===== src/rtl/stopwatch_bcd.sv =====
// -----------------------------------------------------------------------------
// stopwatch_bcd
// Centisecond stopwatch (SS.cc) that drives a four-digit seven-segment scan
// driver. The raw run/stop and clear buttons are synchronised, debounced and
// edge-detected here. Time is kept as four cascaded BCD digits that advance on
// a prescaled 100 Hz tick.
//
// Parameters
//   CLK_DIV   CLK cycles per 10 ms tick
//   DEBOUNCE  CLK cycles a synchronised level must stay stable to be accepted
//   BLANK_LZ  when 1, segData_1 shows code 12 (blank) while tens-of-seconds is 0
//
// Ports
//   CLK        in   system clock, rising edge
//   RST        in   synchronous active-high reset
//   btnRun     in   raw run/stop button (asynchronous)
//   btnClr     in   raw clear button (asynchronous)
//   segData_1  out  tens of seconds (0-9, or 12 when blanked)
//   segData_2  out  units of seconds (0-9)
//   segData_3  out  tenths (0-9)
//   segData_4  out  hundredths (0-9)
//   running    out  high while in RUN
//   ovf        out  sticky flag, set on the 99.99 -> 00.00 wrap
// -----------------------------------------------------------------------------
module stopwatch_bcd #(
   parameter int CLK_DIV  = 250000,
   parameter int DEBOUNCE = 250000,
   parameter bit BLANK_LZ = 1'b1
) (
   input  logic       CLK,
   input  logic       RST,
   input  logic       btnRun,
   input  logic       btnClr,
   output logic [3:0] segData_1,
   output logic [3:0] segData_2,
   output logic [3:0] segData_3,
   output logic [3:0] segData_4,
   output logic       running,
   output logic       ovf
);

   localparam int DB_W = $clog2(DEBOUNCE + 1);
   localparam int PS_W = $clog2(CLK_DIV + 1);
   localparam logic [DB_W-1:0] DB_MAX = DB_W'(DEBOUNCE - 1);
   localparam logic [PS_W-1:0] PS_MAX = PS_W'(CLK_DIV - 1);
   localparam logic [3:0] BLANK_CODE = 4'd12;
   localparam logic [3:0] RST_SEG1   = BLANK_LZ ? 4'd12 : 4'd0;

   typedef enum logic [1:0] {
      IDLE  = 2'd0,
      RUN   = 2'd1,
      PAUSE = 2'd2
   } state_t;

   // Index 0 is the run/stop button, index 1 the clear button.
   logic [1:0]      btnRaw_s;
   logic [1:0]      sync1_r;
   logic [1:0]      sync2_r;
   logic [1:0]      accLevel_r;
   logic [1:0]      pulse_r;
   logic [DB_W-1:0] dbCnt_r [2];

   state_t          state_r;
   logic [PS_W-1:0] presc_r;
   logic            ovf_r;
   logic            runP_s;
   logic            clrP_s;
   logic            tick_s;
   logic            zero_s;
   logic            wrap_s;

   logic [3:0] tens_r,  units_r,  tenths_r,  hunds_r;
   logic [3:0] tensNext_s, unitsNext_s, tenthsNext_s, hundsNext_s;
   logic [3:0] seg1_r;

   assign btnRaw_s = {btnClr, btnRun};
   assign runP_s   = pulse_r[0];
   assign clrP_s   = pulse_r[1];

   // Synchronise, debounce and edge-detect both buttons. The press pulse is
   // registered on the same edge as the level flip, so the FSM reacts on the
   // following edge.
   always_ff @(posedge CLK) begin
      if (RST) begin
         sync1_r    <= 2'b00;
         sync2_r    <= 2'b00;
         accLevel_r <= 2'b00;
         pulse_r    <= 2'b00;
         dbCnt_r[0] <= '0;
         dbCnt_r[1] <= '0;
      end else begin
         sync1_r <= btnRaw_s;
         sync2_r <= sync1_r;
         for (int i = 0; i < 2; i++) begin
            if (sync2_r[i] == accLevel_r[i]) begin
               dbCnt_r[i] <= '0;
               pulse_r[i] <= 1'b0;
            end else if (dbCnt_r[i] == DB_MAX) begin
               dbCnt_r[i]    <= '0;
               accLevel_r[i] <= sync2_r[i];
               pulse_r[i]    <= sync2_r[i];   // presses only, releases give no pulse
            end else begin
               dbCnt_r[i] <= dbCnt_r[i] + DB_W'(1);
               pulse_r[i] <= 1'b0;
            end
         end
      end
   end

   assign tick_s = (state_r == RUN) && (presc_r == PS_MAX);
   // Clear is honoured outside RUN only; in RUN a clear press is ignored.
   assign zero_s = clrP_s && (state_r != RUN);

   // BCD cascade: next digit values for a clear or a tick.
   always_comb begin
      tensNext_s   = tens_r;
      unitsNext_s  = units_r;
      tenthsNext_s = tenths_r;
      hundsNext_s  = hunds_r;
      wrap_s       = 1'b0;
      if (zero_s) begin
         tensNext_s   = 4'd0;
         unitsNext_s  = 4'd0;
         tenthsNext_s = 4'd0;
         hundsNext_s  = 4'd0;
      end else if (tick_s) begin
         // Any value of 9 or above wraps, so a corrupted digit cannot run past 9.
         if (hunds_r >= 4'd9) begin
            hundsNext_s = 4'd0;
            if (tenths_r >= 4'd9) begin
               tenthsNext_s = 4'd0;
               if (units_r >= 4'd9) begin
                  unitsNext_s = 4'd0;
                  if (tens_r >= 4'd9) begin
                     tensNext_s = 4'd0;
                     wrap_s     = 1'b1;
                  end else begin
                     tensNext_s = tens_r + 4'd1;
                  end
               end else begin
                  unitsNext_s = units_r + 4'd1;
               end
            end else begin
               tenthsNext_s = tenths_r + 4'd1;
            end
         end else begin
            hundsNext_s = hunds_r + 4'd1;
         end
      end else begin
         wrap_s = 1'b0;
      end
   end

   // Digit registers and the registered (possibly blanked) tens display code.
   always_ff @(posedge CLK) begin
      if (RST) begin
         tens_r   <= 4'd0;
         units_r  <= 4'd0;
         tenths_r <= 4'd0;
         hunds_r  <= 4'd0;
         seg1_r   <= RST_SEG1;
      end else begin
         tens_r   <= tensNext_s;
         units_r  <= unitsNext_s;
         tenths_r <= tenthsNext_s;
         hunds_r  <= hundsNext_s;
         seg1_r   <= (BLANK_LZ && (tensNext_s == 4'd0)) ? BLANK_CODE : tensNext_s;
      end
   end

   // Control FSM with prescaler and sticky overflow flag.
   always_ff @(posedge CLK) begin
      if (RST) begin
         state_r <= IDLE;
         presc_r <= '0;
         ovf_r   <= 1'b0;
      end else begin
         case (state_r)
            IDLE: begin
               presc_r <= '0;
               if (clrP_s) begin
                  state_r <= IDLE;
                  ovf_r   <= 1'b0;
               end else if (runP_s) begin
                  state_r <= RUN;
               end else begin
                  state_r <= IDLE;
               end
            end
            RUN: begin
               presc_r <= tick_s ? '0 : (presc_r + PS_W'(1));
               if (wrap_s) begin
                  ovf_r <= 1'b1;
               end else begin
                  ovf_r <= ovf_r;
               end
               state_r <= runP_s ? PAUSE : RUN;
            end
            PAUSE: begin
               // Prescaler holds so a resumed run keeps its phase.
               if (clrP_s) begin
                  state_r <= IDLE;
                  presc_r <= '0;
                  ovf_r   <= 1'b0;
               end else if (runP_s) begin
                  state_r <= RUN;
               end else begin
                  state_r <= PAUSE;
               end
            end
            default: begin
               state_r <= IDLE;
               presc_r <= '0;
               ovf_r   <= 1'b0;
            end
         endcase
      end
   end

   assign running   = (state_r == RUN);
   assign ovf       = ovf_r;
   assign segData_1 = seg1_r;
   assign segData_2 = units_r;
   assign segData_3 = tenths_r;
   assign segData_4 = hunds_r;

endmodule


===== config.mk =====
export PLATFORM = sky130hd
export DESIGN_NAME = stopwatch_bcd
export DESIGN_NICKNAME = d
export VERILOG_FILES = /design/src/rtl/stopwatch_bcd.sv
export SDC_FILE = /design/constraint.sdc
export NUM_CORES = 1
export LEC_CHECK = 0
export ABC_AREA = 1
export CAP_MARGIN = 40
export CORE_UTILIZATION = 60
export CTS_BUF_LIST = sky130_fd_sc_hd__clkbuf_16
export CTS_CLUSTER_DIAMETER = 60
export DETAILED_ROUTE_END_ITERATION = 8
export PLACE_DENSITY_LB_ADDON = 0.3
export RECOVER_POWER = 100
export SLEW_MARGIN = 25
export SYNTH_ARGS = -nofsm -noshare
export SYNTH_HDL_FRONTEND = slang
export SYNTH_SLANG_ARGS = --single-unit

===== constraint.sdc =====
create_clock -name CLK -period 2 [get_ports CLK]
set_input_delay 0.2 -clock CLK [delete_from_list [all_inputs] [get_ports CLK]]
set_output_delay 0.2 -clock CLK [all_outputs]
set_load 0.005 [all_outputs]

## After elaboration in Yosys (flattened, before gate mapping)

Memories as Yosys holds them, arrays and structs flattened.
Index checks and enable logic that the tools add are counted.

- Add/sub/neg operators: 7
- $mul: 0
- Divide/modulo/power cells: 0
- Magnitude comparators: 4
- Eq/ne operators: 11
- Shift-type cells: 0
- Multiplexer cells: 57
- Bitwise logic cells: 10
- Reduce and logical (&&, ||, !) cells: 14

Operator list:

| cell | count |
|---|---|
| $mux 18 | 8 |
| $add 18x1->18 const B | 3 |
| $eq 18x18->1 const B | 3 |
| $mux 4 | 9 |
| $pmux 18 s2 | 1 |
| $mux 1 | 34 |
| $add 4x1->4 const B | 4 |
| $ge 4x4->1 const B | 4 |
| $reduce_and 2->1 | 4 |
| $mux 2 | 3 |
| $ne 2x1->1 const B | 3 |
| $or 1x1->1 | 6 |
| $pmux 2 s3 | 1 |
| $reduce_or 2->1 | 3 |
| $reduce_or 3->1 | 2 |
| $logic_not 4->1 | 1 |
| $not 1->1 | 4 |
| $reduce_and 3->1 | 1 |
| $eq 1x1->1 | 2 |
| $eq 2x1->1 const B | 1 |
| $eq 2x2->1 const B | 1 |
| $logic_and 1x1->1 | 2 |
| $logic_not 2->1 | 1 |
| $ne 2x2->1 const B | 1 |
| $pmux 1 s2 | 1 |

- Register bits: 49
- Latch bits: 0
- Bits in writable memories: 36
- Bits in read-only memories: 0
- Input port bits: 4
- Output and inout bits: 18
- Word-level logic and storage cells: 118
- Memories kept: 1

Memories:

| name | depth | bits a word | rd ports | clocked after memory_dff | wr ports | RTL line | source |
|---|---|---|---|---|---|---|---|
| dbCnt_r | 2 | 18 | 2 | 0 | 2 | 61 | `logic [DB_W-1:0] dbCnt_r [2];` |

## Logic depth before layout (Yosys ltp)

Gate-level depths: netlist (run 1).

- Word-level depth: 9
- Gate-level depth with buffers: 13
- Depth with buffers taken out: 13

## Worst setup path after synthesis (run 1)

Ideal clock, no wire load.

- Kind: reg-to-reg
- Start point: memory dbCnt_r[1][0] (netlist bit)
- End point: memory dbCnt_r[1][11] (netlist bit), data pin
- Library setup time: 0.257 ns
- Arrival: 1.463 ns
- Required time: 1.743 ns
- Slack: 0.279 ns
- Cell stages (with the launch flop): 11
- Path buffers: 1
- Period minus slack after synthesis: 1.721 ns
- Cells stage by stage: edfxtp_1 -> ha_1 -> nand2_1 -> inv_2 -> nand2_1 -> or2_1 -> nor2_1 -> nand3_1 -> nand2_2 -> buf_4 -> nor3_1

RTL lines:

| item | RTL line |
|---|---|
| start, declared | 61 |

==> key figures, run 1 <==
Timing
  – TNS Setup: 0 ns
  – Max Fclk: 515.7 MHz
  – WHS: 0.3977 ns
  – Slew headroom: 0.4533
  – Final Hold Vio Count: 0
  – Final Skew: 0.005200 ns
  – Slew Viols, Final: 0
  – Final setup fails: 0
  – Post-route minimum period: 1.939 ns
  – Tightest Pin Transition: 0.8200 ns
  – Period utilization: 0.9696

Hold path
  – Hold Startpoint: btnClr
  – Hold crit path type: input port to flop

Critical path
  – Crit path from: dbCnt_r[1][0]$_SDFFCE_PN0P_
  – CP required: 2.09 ns
  – Worst flop-to-flop path startpoint: dbCnt_r[1][0]$_SDFFCE_PN0P_
  – Worst setup SP type: flop
  – CP Cell Sequence: ha_2, nand2_1, inv_2, nand2_1, or2_4, nor2_2, nand3_2, nand2_4, buf_12, a31oi_1, o21a_1
  – Most frequent CP cell: nand2_1
  – Worst Setup Path Type: flop to flop
  – Critical path's top delay family: simple AND/OR/NAND/NOR gates
  – CP max FO: 7
  – Buffer and inverter count on the worst path: 2
  – Worst Path Arrival: 2.03 ns
  – Critical-path top delay cell: edfxtp_1
  – CP endpoint kind: flop
  – Max stage delay on crit path: 0.38 ns

Clock tree
  – CTS hold repair buffers: 0
  – CTS tree: built
  – Cts bufs inserted: 9
  – Clock latency on the worst-skew pair: 0.33 ns
  – CTS Buffer Depth: 2
  – Clk root buf: clkbuf_16
  – Clock-pin transition on the worst setup and hold timing paths: 0.06 ns
  – Sink Count: 85
  – Max H-tree Level: 3

Global route
  – Global-route wire length before repair: 14.44 mm
  – Gr ovfl total: 0
  – Vias in the first global route: 3,528
  – Initial antenna violation count: 0
  – GRT Util Overall: 0.2335
  – Largest net degree at the start of global routing: 19

Route
  – DRC errors left: 0
  – Drt total wl: 8.845 mm
  – Vias: 3,826
  – Vias per cell: 5.248
  – Initial DRC Count: 179
  – Drt wl/cell: 12.13 µm
  – DR pass1 iterations: 7
  – Detail Route Antenna Nets: 0

Die
  – Die X-Extent: 89.15 µm
  – CORE AREA: 0.007292 mm²
  – Initial Utilization: 0.6249
  – Row cnt: 31
  – Num ports: 22
  – Die footprint: 0.007948 mm²
  – Die height: 89.15 µm

Placed design
  – RePlAce Congestion: 0.8550
  – Placed insts: 712
  – PortBufs: 21
  – Dpl hpwl: 6.231 mm

Outcome
  – Outcome: completed

Yosys
  – Mean post-synth cell area: 8.211 µm²
  – Mapped Cells: 555
  – Post-synth ARST share: 0
  – Yosys cell types: 52
  – Post-synth EDFFs: 36
  – Yosys warning total: 0
  – Seq cells post-synth: 85
  – Main synth FF type: dfxtp_1
  – Register area share after synthesis: 0.4525
  – Synthesized area: 0.004557 mm²

Power and ir drop
  – LEAKAGE: 2.124 nW
  – Power density cells: 644.6 mW/mm²
  – Peak VDD IR: 0.0005092 V

Layout
  – Post-Layout Cell Count: 729
  – Fin util: 0.7356
  – Fill count: 556
  – Post-layout net count: 645
  – Syn-to-layout area delta: 17.71%
  – Diodes inserted: 0
  – Layout cells sized above 1: 0.1349

Run
  – Max_cap viols: 0
==> worst register-to-register path, stage by stage (launching register included) <==
cell and delay, ns:
edfxtp_1 0.38, ha_2 0.20, nand2_1 0.09, inv_2 0.07, nand2_1 0.06, or2_4 0.25, nor2_2 0.11, nand3_2 0.12
nand2_4 0.16, buf_12 0.12, a31oi_1 0.03, o21a_1 0.11
==> worst paths after layout <==
kind	endpoint	slack, ns	depth (start not counted)
worst min register to register	sync2_r[1]$_SDFF_PP0_	0.41	2
worst max register to register	dbCnt_r[1][14]$_SDFFCE_PN0P_	0.06	11
worst min-delay path	sync1_r[1]$_SDFF_PP0_	0.40	3
worst max-delay path	dbCnt_r[1][14]$_SDFFCE_PN0P_	0.06	11
==> cell type report <==
| class | count | area [µm²] | share of cell area |
|---|---|---|---|
| flip-flops and latches | 85 | 2066 | 0.3851 |
| clock inverters | 6 | 31.28 | 0.005832 |
| well taps | 99 | 123.9 | 0.02309 |
| inverters | 77 | 294.0 | 0.05482 |
| repair buffers | 32 | 301.5 | 0.05622 |
| clock buffers | 9 | 225.2 | 0.04199 |
| multi-input cells | 421 | 2322 | 0.4329 |
==> sequential cells by signal, summed over array words and instances (netlist names) <==
name,cells
segData_3,4
segData_2,4
dbCnt_r,36
ovf,1
segData_1,4
state_r,2
presc_r,18
segData_4,4
accLevel_r,2
sync2_r,2
tens_r,4
sync1_r,2
pulse_r,2
==> power breakdown <==
group | switching [mW] | total (mW) | internal, mW
sequential | 0.0320 | 1.87 | 1.84
combinational | 0.0791 | 0.119 | 0.0396
clock | 0.645 | 1.46 | 0.820
total | 0.756 | 3.46 | 2.70
==> placed cells by master (no fill, tap or decap), drive strengths merged, types with 7 or more instances in the layout <==
master       netlist  final
nand2            107    107
nor2              88     88
inv               75     75
dfxtp             49     49
edfxtp            36     36
conb               1     36
nand3             35     35
a21oi             34     34
nor3              28     28
dlygate4sd3        0     16
ha                15     15
xor2              13     13
o21ai             13     13
nand4             12     12
clkbuf             2     11
buf                5      9
clkinv             2      7
==> synthesized netlist by cell type (all sizes together), types with 2 or more instances <==
cell | count | area (µm²)
clkbuf | 2 | 7.510
nand4 | 12 | 96.34
o21a | 2 | 15.01
a21oi | 34 | 177.7
a22oi | 2 | 15.01
nor3b | 6 | 55.05
nor2 | 88 | 401.6
o21ai | 13 | 65.06
nand3 | 35 | 210.2
xor2 | 13 | 113.9
dfxtp | 49 | 980.9
nor4 | 6 | 43.79
ha | 15 | 187.7
clkinv | 2 | 12.51
a31oi | 4 | 25.02
buf | 5 | 30.02
nand2 | 107 | 424.2
edfxtp | 36 | 1081
or2 | 4 | 25.03
nor3 | 28 | 172.7
a211oi | 6 | 50.05
xnor2 | 2 | 17.52
inv | 75 | 281.5
==> through the flow <==
step	power, mW	worst slack [ns]	instance area (µm²)
floorplan	1.984	0.2793	4688
global placement	2.016	0.1623	5052
detailed placement	2.021	0.04750	5052
CTS	3.470	0.007419	5309
global route	3.581	-0.03499	5364
finish	3.458	0.06076	5364
==> cells by family (layout without fill, tap and decap cells) <==
kind of cell / after synthesis / after routing / synth area share
AO/OA/AOI/OAI: 67 / 67 / 0.08731
XOR/XNOR: 15 / 15 / 0.02883
adder cells (fa/ha/maj): 15 / 15 / 0.04119
buffers and inverters: 84 / 124 / 0.07276
flip-flops: 85 / 85 / 0.4525
other: 1 / 36 / 0.0008229
AND/OR/NAND/NOR: 288 / 288 / 0.3166
==> what timing repair did <==
item / CTS / global route
buffers inserted: 0 / 2
resized for setup: 0 / 11
endpoints found under the setup margin: 0 / 14
==> layer usage <==
metal / vias to the layer above / share of wire / track usage
li1: 1950 / - / -
met1: 1782 / 0.44 / 0.2796
met2: 71 / 0.50 / 0.3983
met3: 23 / 0.039 / 0.05633
met4: 0 / 0.025 / 0.1068
met5: - / 0 / 0
Power figures use the tool's default switching activity.
==> run 2, diff against run 1 <==
clock period = 1.79 ns   (was 2 ns; I/O delays follow)
==> key figures, run 2 (synthesis results as in run 1) <==
Die
  – Die footprint: 0.007948 mm² (unchanged)
  – Num ports: 22 (unchanged)
  – Initial Utilization: 0.6249 (unchanged)
  – Row cnt: 31 (unchanged)
  – Die X-Extent: 89.15 µm (unchanged)
  – Die height: 89.15 µm (unchanged)
  – CORE AREA: 0.007292 mm² (unchanged)

Timing
  – Max Fclk: 530.5 MHz (was 515.7 MHz)
  – WHS: 0.3575 ns (was 0.3977 ns)
  – Period utilization: 1.053 (was 0.9696)
  – Final setup fails: 18 (was 0)
  – Post-route minimum period: 1.885 ns (was 1.939 ns)
  – Final Hold Vio Count: 0 (unchanged)
  – Slew Viols, Final: 0 (unchanged)
  – Worst Setup Slack, final: -0.09497 ns (was 0.06076 ns)
  – Final Skew: 0.008040 ns (was 0.005200 ns)
  – Unrepaired setup endpoints after global routing: yes

Global route
  – Global-route wire length before repair: 17.15 mm (was 14.44 mm)
  – Largest net degree at the start of global routing: 21 (was 19)
  – Vias in the first global route: 3,923 (was 3,528)
  – Gr ovfl total: 0 (unchanged)
  – Initial antenna violation count: 0 (unchanged)
  – GRT Util Overall: 0.2802 (was 0.2335)

Layout
  – Diodes inserted: 0 (unchanged)
  – Most frequent cells in the layout: nand2_1, inv_1, nor2_1, dfxtp_1, buf_4 (was nand2_1, nor2_1, inv_1, dfxtp_1)
  – Top reg by flops: dbCnt_r (unchanged)
  – Fin util: 0.8385 (was 0.7356)
  – Syn-to-layout area delta: 34.18% (was 17.71%)
  – Most common cell after layout, fill and taps aside: nand2_1 (unchanged)
  – Layout cells sized above 1: 0.2909 (was 0.1349)
  – Post-Layout Cell Count: 766 (was 729)
  – Fill count: 374 (was 556)
  – Max FFs per register: 36 (unchanged)
  – Biggest regs: dbCnt_r: 36 flops, presc_r: 18 flops (unchanged)
  – Post-layout net count: 681 (was 645)

Power and ir drop
  – Sw Share: 0.2286 (was 0.2187)
  – Sequential Power Share: 0.482 (was 0.542)
  – Total Power: 4.347 mW (was 3.458 mW)
  – Power density cells: 711.0 mW/mm² (was 644.6 mW/mm²)
  – Cell-internal power: 3.353 mW (was 2.702 mW)
  – NetSw: 0.9940 mW (was 0.7562 mW)
  – LEAKAGE: 2.465 nW (was 2.124 nW)
  – Peak VDD IR: 0.0005995 V (was 0.0005092 V)
  – Combinational share of power: 0.044 (was 0.034)
  – Clock network power share: 0.474 (was 0.424)

Clock tree
  – Clock latency on the worst-skew pair: 0.35 ns (was 0.33 ns)
  – Max H-tree Level: 3 (unchanged)
  – Sink Count: 85 (unchanged)
  – CTS tree: built (unchanged)
  – Cts bufs inserted: 9 (unchanged)
  – Clock-pin transition on the worst setup and hold timing paths: 0.07 ns (was 0.06 ns)
  – Clk root buf: clkbuf_16 (unchanged)
  – CTS Buffer Depth: 2 (unchanged)
  – CTS hold repair buffers: 0 (unchanged)

Critical path
  – CP endpoint kind: flop (unchanged)
  – CP Cell Sequence: ha_2, nand2_2, inv_2, nand2_2, or2_1, nor2_2, nand3_2, nand2_4, a31oi_1, o21a_1 (was ha_2, nand2_1, inv_2, nand2_1, or2_4, nor2_2, nand3_2, nand2_4, buf_12, a31oi_1, o21a_1)
  – Most frequent CP cell: nand2_2 (was nand2_1)
  – Worst Setup Path Type: flop to flop (unchanged)
  – Critical-path top delay cell: edfxtp_1 (unchanged)
  – CP required: 1.89 ns (was 2.09 ns)
  – Worst Path Arrival: 1.98 ns (was 2.03 ns)
  – CP max FO: 7 (unchanged)
  – Max stage delay on crit path: 0.36 ns (was 0.38 ns)
  – Worst setup SP type: flop (unchanged)

Route
  – DR pass1 iterations: 5 (was 7)
  – Drt wl/cell: 16.01 µm (was 12.13 µm)
  – Detail Route Antenna Nets: 0 (unchanged)
  – Vias: 4,378 (was 3,826)
  – DRC errors left: 0 (unchanged)
  – Drt total wl: 12.26 mm (was 8.845 mm)
  – Vias per cell: 5.715 (was 5.248)
  – Initial DRC Count: 340 (was 179)

Outcome
  – Outcome: finished with violations (was completed)
  – Failing checks: setup timing

Placed design
  – Post-Place Worst Slack: -0.06458 ns (was 0.04750 ns)
  – PortBufs: 21 (unchanged)
  – Placed insts: 724 (was 712)
  – Dpl hpwl: 6.712 mm (was 6.231 mm)
  – RePlAce Congestion: 0.8410 (was 0.8550)

Hold path
  – Hold crit path type: input port to flop (unchanged)

Run
  – Max_cap viols: 0 (unchanged)
==> run 2: changes by cell type in the layout (fill, tap and decap cells not counted), sizes merged <==
cell and change:
buf +36, bufinv +2, clkinv -4, clkinvlp +1, inv +2
==> run 2: critical path: cells and delay by family (launching register included) <==
kind,cells,cell delay [ns]
flops,1,0.36
compound gates,2,0.19
simple gates,6,0.79
buf+inv,1,0.09
fa+ha+maj,1,0.20
==> run 2: path summary, 6_finish.rpt <==
path	slack, ns	cells after the start	to	from
worst max-delay path	-0.09	10	dbCnt_r[1][14]$_SDFFCE_PN0P_	dbCnt_r[1][1]$_SDFFCE_PN0P_
worst max register to register	-0.09	10	dbCnt_r[1][14]$_SDFFCE_PN0P_	dbCnt_r[1][1]$_SDFFCE_PN0P_
worst min-delay path	0.36	3	sync1_r[1]$_SDFF_PP0_	btnClr
worst min register to register	0.41	2	sync2_r[0]$_SDFF_PP0_	sync1_r[0]$_SDFF_PP0_
==> run 2: cell type report <==
cell class	instances	area [µm²]	share of cell area
timing repair buffer	68	650.6	0.1064
clock inverter	7	97.59	0.01596
inverter	77	294.0	0.04809
clock buffer	9	225.2	0.03683
tap	99	123.9	0.02026
sequential	85	2082	0.3405
multi-input combinational	421	2641	0.4320
==> run 2: what timing repair did <==
item,4_1_cts,5_1_grt
cloned,0,3
resized for setup,14,91
setup endpoints to repair,20,62
pin swaps,6,30
buffers inserted,7,16
hold endpoints to repair,0,0
==> run 2: power groups by stage <==
| stage | combinational, mW | sequential, mW | clock (mW) |
|---|---|---|---|
| 6_report | 0.190 | 2.10 | 2.06 |
| 4_1_cts | 0.143 | 2.09 | 2.04 |
| 5_1_grt | 0.206 | 2.10 | 2.12 |
| 2_1_floorplan | 0.0889 | 2.13 | 0 |
| 3_3_place_gp | 0.133 | 2.13 | 0 |
| 3_5_place_dp | 0.135 | 2.14 | 0 |
==> run 2: metrics by stage <==
stage	setup TNS, ns	instance area, µm²
floorplan	0	4688
global placement	0	5167
detailed placement	-0.5385	5167
finish	-1.165	6115
CTS	-0.008353	5602
global route	-3.293	6115
==> run 2: layer usage <==
metal,vias to the layer above,GRT usage,share of wire
li1,2015,-,-
met1,2071,0.3129,0.39
met2,227,0.5024,0.50
met3,65,0.06371,0.066
met4,0,0.1385,0.048
met5,-,0,0
==> run 3, diff against run 2 <==
CTS_CLUSTER_DIAMETER = unset   (was 60)
PLACE_DENSITY_LB_ADDON = 0.2   (was 0.3)
SETUP_SLACK_MARGIN = 0.3   (was unset)
==> key figures, run 3 (synthesis results as in run 1) <==
Route
  – Drt total wl: 20.49 mm (was 12.26 mm)
  – Vias: 5,450 (was 4,378)
  – Vias per cell: 6.796 (was 5.715)
  – Detail Route Antenna Nets: 0 (unchanged)
  – DR pass1 iterations: 9 (was 5)
  – DRC errors left: 0 (unchanged)
  – Initial DRC Count: 700 (was 340)
  – Drt wl/cell: 25.55 µm (was 16.01 µm)

Global route
  – Gr ovfl total: 0 (unchanged)
  – Vias in the first global route: 4,291 (was 3,923)
  – Global-route wire length before repair: 19.58 mm (was 17.15 mm)
  – Initial antenna violation count: 0 (unchanged)
  – GRT Util Overall: 0.3265 (was 0.2802)
  – Largest net degree at the start of global routing: 19 (was 21)

Clock tree
  – Clock latency on the worst-skew pair: 0.36 ns (was 0.35 ns)
  – Clock-pin transition on the worst setup and hold timing paths: 0.07 ns (about the same)
  – Sink Count: 85 (unchanged)
  – CTS Buffer Depth: 2 (unchanged)
  – CTS tree: built (unchanged)
  – Clk root buf: clkbuf_16 (unchanged)
  – CTS hold repair buffers: 0 (unchanged)
  – Cts bufs inserted: 9 (unchanged)
  – Max H-tree Level: 3 (unchanged)

Die
  – Num ports: 22 (unchanged)
  – CORE AREA: 0.007292 mm² (unchanged)
  – Row cnt: 31 (unchanged)
  – Die X-Extent: 89.15 µm (unchanged)
  – Initial Utilization: 0.6249 (unchanged)
  – Die footprint: 0.007948 mm² (unchanged)
  – Die height: 89.15 µm (unchanged)

Critical path
  – Worst Path Arrival: 2.50 ns (was 1.98 ns)
  – CP endpoint kind: flop (unchanged)
  – Worst flop-to-flop path startpoint: segData_2[1]$_SDFFE_PP0P_ (was dbCnt_r[1][1]$_SDFFCE_PN0P_)
  – CP required: 2.03 ns (was 1.89 ns)
  – Crit path from: segData_2[1]$_SDFFE_PP0P_ (was dbCnt_r[1][1]$_SDFFCE_PN0P_)
  – Worst Setup Path Type: flop to flop (unchanged)
  – CP max FO: 3 (was 7)
  – Worst setup SP type: flop (unchanged)

Timing
  – TNS Setup: -6.878 ns (was -1.165 ns)
  – Final setup fails: 56 (was 18)
  – Slew headroom: 0.5951
  – Final Skew: 0.01260 ns (was 0.008040 ns)
  – Unrepaired setup endpoints after global routing: yes (unchanged)
  – Post-route minimum period: 2.265 ns (was 1.885 ns)
  – Final Hold Vio Count: 0 (unchanged)
  – Slew Viols, Final: 0 (unchanged)
  – Period utilization: 1.265 (was 1.053)
  – Max Fclk: 441.5 MHz (was 530.5 MHz)
  – Worst Setup Slack, final: -0.4751 ns (was -0.09497 ns)
  – Tightest Pin Transition: 0.6018 ns

Layout
  – Biggest regs: dbCnt_r: 36 flops, presc_r: 18 flops (unchanged)
  – Most frequent cells in the layout: nand2_1, buf_4, inv_1, nor2_1 (was nand2_1, inv_1, nor2_1, dfxtp_1, buf_4)
  – Max FFs per register: 36 (unchanged)
  – Most common cell after layout, fill and taps aside: nand2_1 (unchanged)
  – Layout cells sized above 1: 0.4367 (was 0.2909)
  – Syn-to-layout area delta: 49.86% (was 34.18%)
  – Fill count: 204 (was 374)
  – Diodes inserted: 0 (unchanged)
  – Top reg by flops: dbCnt_r (unchanged)
  – Post-layout net count: 717 (was 681)
  – Final instance area: 0.006829 mm² (was 0.006115 mm²)

Power and ir drop
  – LEAKAGE: 2.765 nW (was 2.465 nW)
  – Power density cells: 633.8 mW/mm² (was 711.0 mW/mm²)
  – Peak VDD IR: 0.0008705 V (was 0.0005995 V)

Outcome
  – Failing checks: setup timing (unchanged)
  – Outcome: finished with violations (unchanged)

Hold path
  – Hold crit path type: flop to flop (was input port to flop)
  – Hold Startpoint: sync1_r[1]$_SDFF_PP0_ (was btnClr)

Placed design
  – Dpl hpwl: 6.810 mm (was 6.712 mm)
  – RePlAce Congestion: 0.8633 (was 0.8410)
  – Cell Area, Placed: 0.005305 mm² (was 0.005167 mm²)
  – PortBufs: 21 (unchanged)

Run
  – Max_cap viols: 0 (unchanged)
-- run 3: cell count changes in the layout (fill, tap and decap cells not counted), moves of 8 or more --
cell / previous run / this run
buf_4: 38 / 63
nand2_1: 86 / 71
dfxtp_1: 41 / 29
a21oi_1: 24 / 14
dfxtp_2: 4 / 14
a21oi_2: 10 / 19
nor2_1: 59 / 50
nor2_4: 12 / 21
nand2_4: 5 / 13
-- run 3: final cells by class --
type	count	area, µm²	share of cell area
multi-input cells	422	3065	0.4489
flip-flops and latches	85	2102	0.3078
repair buffers	103	933.4	0.1367
inverters	77	304.0	0.04452
clock buffers	9	225.2	0.03298
well taps	99	123.9	0.01814
clock inverters	7	75.07	0.01099
-- run 3: final timing paths --
path                                                 to  slack (ns)  cells after the start
worst min register to register    sync2_r[1]$_SDFF_PP0_        0.43                      2
worst max register to register  segData_1[3]$_SDFF_PP1_       -0.48                     11
worst max-delay path            segData_1[3]$_SDFF_PP1_       -0.48                     11
worst min-delay path              sync2_r[1]$_SDFF_PP0_        0.43                      2
-- run 3: timing repair --
item / in CTS / in global routing
setup endpoints to repair: 77 / 82
resized for setup: 88 / 100
buffers inserted: 38 / 23
pin swaps: 40 / 36
gates cloned: 2 / 2
-- run 3: critical path: stages (launching register included) --
cell	delay [ns]
dfxtp_2	0.33
inv_2	0.08
ha_1	0.15
nor2_1	0.08
a21oi_2	0.21
inv_2	0.11
o21ai_0	0.39
nand2_1	0.33
nand2_4	0.19
nand3_4	0.12
nand3_4	0.10
nand3_2	0.06
-- run 3: routing by layer --
layer / share of wire / track usage / vias to the layer above / routed length (µm)
met5: 0 / 0 / - / 0
met4: 0.12 / 0.1919 / 0 / 2380
met3: 0.13 / 0.05725 / 264 / 2658
met2: 0.44 / 0.5704 / 652 / 9074
met1: 0.31 / 0.3757 / 2435 / 6377
li1: - / - / 2099 / -
-- run 3: stage by stage --
step	hold WS [ns]	utilization	setup slack (ns)	cells	power (mW)
floorplan	0.2860	-	0.08926	590	2.217
CTS	0.3850	0.8572	0.005160	777	4.129
detailed placement	0.4022	0.7275	-0.04209	721	2.265
finish	0.4308	0.9365	-0.4751	802	4.329
global route	0.4384	0.9365	-0.7661	802	4.376
global placement	0.3941	0.7275	0.007983	721	2.260
-- run 3: report_power, final --
| part | leakage, nW | internal, mW | switching (mW) |
|---|---|---|---|
| combinational | 1.85 | 0.0743 | 0.161 |
| sequential | 0.779 | 2.05 | 0.0490 |
| clock | 0.138 | 1.09 | 0.908 |
| total | 2.76 | 3.21 | 1.12 |
